<file path="src/rtl/capp_tag_sequencer.sv">
// capp_tag_sequencer: one-at-a-time command sequencer for the CAPP tag array.
// Ports:
//   CLK, RST                        clock, synchronous active-high reset
//   cmd_valid/cmd_op/cmd_ready      command port (00 SET, 01 SEARCH, 10 FIRST, 11 ENUM)
//   tag_wires                       tag vector read back from the array
//   set/search_en/select_first      one-cycle control strobes to the array
//   resp_valid/resp_index/resp_last/resp_ready  responder index stream
//   resp_count, some_none, busy, done           status
module capp_tag_sequencer #(
  parameter int num_cells = 100,
  parameter int SETTLE = 2,
  parameter int IDX_W = (num_cells > 1) ? $clog2(num_cells) : 1
) (
  input  logic                 CLK,
  input  logic                 RST,
  input  logic                 cmd_valid,
  input  logic [1:0]           cmd_op,
  output logic                 cmd_ready,
  input  logic [num_cells-1:0] tag_wires,
  output logic                 set,
  output logic                 search_en,
  output logic                 select_first,
  output logic                 resp_valid,
  output logic [IDX_W-1:0]     resp_index,
  output logic                 resp_last,
  input  logic                 resp_ready,
  output logic [IDX_W:0]       resp_count,
  output logic                 some_none,
  output logic                 busy,
  output logic                 done
);
  localparam int CW = (SETTLE > 1) ? $clog2(SETTLE) : 1;
  typedef enum logic [2:0] {
    IDLE, S_SET, S_SEARCH, S_WAIT, S_SELECT, S_CAPTURE, S_OUT, S_DONE
  } state_t;
  state_t               state_q, state_d;
  logic [num_cells-1:0] shadow_q, shadow_d, rest;
  logic [CW-1:0]        cnt_q, cnt_d;
  logic [IDX_W:0]       count_q, count_d;
  logic [IDX_W-1:0]     low;
  logic                 out;
  // rest is shadow with its lowest set bit cleared; zero means one responder left
  assign rest         = shadow_q & (shadow_q - num_cells'(1));
  assign out          = state_q == S_OUT;
  assign cmd_ready    = state_q == IDLE && !RST;
  assign set          = state_q == S_SET;
  assign search_en    = state_q == S_SEARCH;
  assign select_first = state_q == S_SELECT;
  assign resp_valid   = out;
  assign resp_index   = out ? low : '0;
  assign resp_last    = out && rest == '0;
  assign resp_count   = count_q;
  assign some_none    = |shadow_q;
  assign busy         = state_q != IDLE;
  assign done         = state_q == S_DONE;
  always_comb begin
    low = '0;
    for (int i = num_cells - 1; i >= 0; i--)
      if (shadow_q[i]) low = IDX_W'(i);
  end
  always_comb begin
    state_d  = state_q;
    shadow_d = shadow_q;
    cnt_d    = cnt_q;
    count_d  = count_q;
    case (state_q)
      IDLE: if (cmd_valid && cmd_ready) begin
        count_d = '0;
        state_d = cmd_op == 2'b00 ? S_SET :
                  cmd_op == 2'b01 ? S_SEARCH :
                  cmd_op == 2'b10 ? S_SELECT : S_CAPTURE;
      end
      S_SET:    state_d = S_DONE;
      S_SEARCH: begin
        cnt_d   = CW'(SETTLE - 1);
        state_d = S_WAIT;
      end
      S_WAIT: begin
        cnt_d   = cnt_q == '0 ? cnt_q : cnt_q - CW'(1);
        state_d = cnt_q == '0 ? S_DONE : S_WAIT;
      end
      S_SELECT: state_d = S_CAPTURE;
      S_CAPTURE: begin
        shadow_d = tag_wires;
        state_d  = |tag_wires ? S_OUT : S_DONE;
      end
      S_OUT: if (resp_ready) begin
        shadow_d = rest;
        count_d  = count_q + (IDX_W+1)'(1);
        state_d  = rest == '0 ? S_DONE : S_OUT;
      end
      default: state_d = IDLE;
    endcase
  end
  always_ff @(posedge CLK) begin
    if (RST) begin
      state_q  <= IDLE;
      shadow_q <= '0;
      cnt_q    <= '0;
      count_q  <= '0;
    end else begin
      state_q  <= state_d;
      shadow_q <= shadow_d;
      cnt_q    <= cnt_d;
      count_q  <= count_d;
    end
  end
endmodule

</file>
<file path="config.mk">
export PLATFORM = sky130hd
export DESIGN_NAME = capp_tag_sequencer
export DESIGN_NICKNAME = d
export VERILOG_FILES = /design/src/rtl/capp_tag_sequencer.sv
export SDC_FILE = /design/constraint.sdc
export NUM_CORES = 1
export LEC_CHECK = 0
export ABC_AREA = 0
export CAP_MARGIN = 20
export CORE_MARGIN = 2
export CORE_UTILIZATION = 49
export DETAILED_ROUTE_END_ITERATION = 7
export PLACE_DENSITY = 0.77
export SYNTH_ARGS = -nofsm -noshare
export SYNTH_HDL_FRONTEND = slang
export SYNTH_SLANG_ARGS = --single-unit
export TNS_END_PERCENT = 5
</file>
<file path="constraint.sdc">
create_clock -name CLK -period 3.7 [get_ports CLK]
set_input_delay 0.37 -clock CLK [delete_from_list [all_inputs] [get_ports CLK]]
set_output_delay 0.37 -clock CLK [all_outputs]
set_load 0.02 [all_outputs]
</file>
==> flow_metrics.tcl <==
set metrics [dict create \
    synth.distinct_cells 68 \
    cp_max_fo 13 \
    yosys_warnings 0 \
    grt_pass1_wl_um 52700 \
    crit_type "flip-flop to output pin" \
    die_h_um 129 \
    grt_busiest_layer "met2" \
    dieWidth_um 129 \
    vias 10522 \
    io_buffers 129 \
    drc 0 \
    synth_area_mm2 0.00772 \
    place_ws_ps -879 \
    arrival_ps 4060 \
    r2r_setup_slack_ps -10 \
    floorplan.die_area_mm2 0.0168 \
    cts.sinks 112 \
    synth.avg_cell_area_um2 6.88 \
    dp_hpwl_um 26000 \
    postCtsHoldBufs 0 \
    slew_headroom_pct 34.8 \
    fillCellCount 1277 \
    use_met1_pct 54.1 \
    skew_ps 9.15 \
    violations "setup timing" \
    core_mm2 0.0153 \
    report.final.slew_viol_count 0 \
    path_clk_slew_ps 80 \
    crit_required_ps 3330 \
    h-tree-depth 3 \
    hold_depth 2 \
    syn_inst 1121 \
    fin_util_pct 73.6 \
    grt_max_degree 105 \
    fmax_mhz 226 \
    synth-simple-area-share_pct 33.4 \
    worstHoldStart "RST" \
    final_area_mm2 0.0113 \
    hold_path_class "input port to flip-flop" \
    drv_cap 0 \
    cts_max_path_buffers 2 \
    antenna_left 0 \
    grt_usage_pct 40.6 \
    initial_utilization_pct 50.4 \
    drt-initial-drc-count 1713 \
    firstDrtPassIters 6 \
    place_area_mm2 0.0108 \
    timing.rr.start "shadow_q[3]$_SDFFE_PP0P_" \
    multi_input_area_mm2 0.00514 \
    fin_cells 1634 \
    area_growth_pct 46.0 \
    nets 1527 \
    grt_use_met2_pct 62.0 \
    synth-xor-area-share_pct 0.227 \
    final_cell_mix "buf_4 (245), nor2_1 (179), clkdlybuf4s50_1 (123), dfxtp_1 (110), o21ai_0 (104)" \
    gp_congestion 1.02 \
    leakage_nw 4.52 \
    fin_crit_sh_pct 120 \
    setup_ws_ps -730 \
    layout-drive-gt1-share_pct 21.9 \
    r2r.worst_path.cells 11 \
    ys_ff_latch 112 \
    async_reset_ff_share_pct 0 \
    critPathLaunchType "flip-flop" \
    synthAdderAreaFrac_pct 0.908 \
    postCtsSetupBuffers 0 \
    synthFlopType "dfxtp_1" \
    wl_um 34400 \
    ir_worst_vdd_v 0.000435 \
    muxShareOfSynthArea_pct 0.146 \
    synth_top_family_by_area "simple AND/OR/NAND/NOR gates" \
    holdPathEnd "resp_count[7]$_SDFFE_PP0P_" \
    viasPerCell 6.44 \
    synth_compound_area_share_pct 30.3 \
    grt_util_met3_pct 11.4 \
    status "finished, violations left" \
    dp.cells 1616 \
    crit_path_top_delay_cell "or4_4" \
    io_pins 130 \
    crit_path_end_kind "output pin" \
    power.density_mw_per_mm2 857 \
    worst_path_largest_cell_delay_ps 580 \
    num_rows 45 \
    setup_viol 2 \
    synth-edff-count 0 \
    numCtsBuffers 9 \
    grt_overflow 0 \
    syn_nets 1231 \
    path_cells "or4_4, nor4_4, buf_6, buf_4, nand2_1, a22o_1, a2111oi_0, nand4_1, or4_4, nor4_4, buf_4" \
    grt_pass1_vias 9727 \
    clockRootBuffer "clkbuf_16" \
    grt_antenna_before_repair 1 \
    ys_seq_area_share_pct 29.1 \
    rsz0062_at_grt "yes" \
    tightest_slew_ps 969 \
    final-seq-area_mm2 0.00224 \
    timing.rr.end "state_q[0]$_SDFFE_PP0P_" \
    min_period_ps 4430 \
    wl_per_cell_um 21.0 \
    finalHoldViolations 0 \
    mostFrequentLayoutCell "buf_4" \
    tritoncts "built" \
    clock_latency_ps 370 \
]
registers in the layout (all words and copies together), names as in the netlist:
register and count:
state_q 3, resp_count 8, shadow_q 100, cnt_q 1
power breakdown:
| part | total [mW] | switching (mW) | internal (mW) |
|---|---|---|---|
| registers | 1.41 | 0.0783 | 1.33 |
| clock network | 1.13 | 0.515 | 0.612 |
| logic | 7.12 | 3.83 | 3.29 |
| total | 9.65 | 4.42 | 5.23 |
routing by layer:
layer	wire [um]	part of all wire, %	vias to the layer above
li1	-	-	4794
met4	1380	4.0	0
met1	14200	41	4915
met2	14800	43	707
met3	3960	12	106
met5	0	0	-
cell type report:
| type | instances | share of cell area [%] |
|---|---|---|
| Antenna cell | 1 | 0.0222 |
| Clock buffer | 9 | 2.00 |
| Inverter | 30 | 1.00 |
| Multi-Input combinational cell | 888 | 45.6 |
| Sequential cell | 112 | 19.9 |
| Clock inverter | 7 | 0.989 |
| Timing Repair Buffer | 376 | 28.1 |
| Tap cell | 211 | 2.34 |
cells by family (layout without fill, tap and decap cells):
| group | count (synthesis) | count (layout) |
|---|---|---|
| multiplexers | 1 | 1 |
| AND/OR/NAND/NOR | 516 | 516 |
| buffers and inverters | 121 | 422 |
| XOR/XNOR | 2 | 2 |
| AO/OA/AOI/OAI | 363 | 363 |
| other | 0 | 1 |
| adder cells (fa/ha/maj) | 6 | 6 |
| flip-flops | 112 | 112 |
worst max-delay path by stage:
stage | cells after the start | startpoint | endpoint
finish | 11 | shadow_q[3]$_SDFFE_PP0P_ | resp_last
global route | 12 | shadow_q[3]$_SDFFE_PP0P_ | resp_last
CTS | 10 | shadow_q[3]$_SDFFE_PP0P_ | resp_last
detailed placement | 10 | shadow_q[7]$_SDFFE_PP0P_ | resp_last
global placement | 10 | shadow_q[7]$_SDFFE_PP0P_ | resp_last
floorplan | 9 | shadow_q[7]$_SDFFE_PP0P_ | resp_last
worst max-delay path, delay by kind of cell (launching register included):
| kind | cells | cell delay (ps) |
|---|---|---|
| buffers and inverters | 3 | 610 |
| AND/OR/NAND/NOR | 6 | 2050 |
| flip-flops | 1 | 330 |
| AO/OA/AOI/OAI | 2 | 710 |
synthesized netlist by cell type (17+ instances only):
| cell type | n | area share (%) |
|---|---|---|
| nor2_1 | 179 | 8.7 |
| dfxtp_1 | 112 | 29 |
| o21ai_0 | 107 | 6.9 |
| nand2_1 | 94 | 4.6 |
| clkbuf_1 | 85 | 4.1 |
| a22oi_1 | 80 | 7.8 |
| a21oi_1 | 72 | 4.7 |
| nor4_1 | 61 | 4.9 |
| nor3_1 | 56 | 3.6 |
| inv_1 | 30 | 1.5 |
| or4_1 | 27 | 2.6 |
| nand3_1 | 17 | 1.1 |
through the flow:
stage               setup TNS (ps)  hold WS (ps)  power [mW]
floorplan                    -12.5           458        4.66
global placement              -865           472        8.04
detailed placement            -956           503        8.06
CTS                           -708           252        9.31
global route                  -957           258        10.1
finish                        -736           255        9.65
what timing repair did:
item,CTS,global route
pin swaps,1,3
setup endpoints to repair,5,7
resized for setup,19,14
Note: power is estimated with default switching activity, not from simulation.
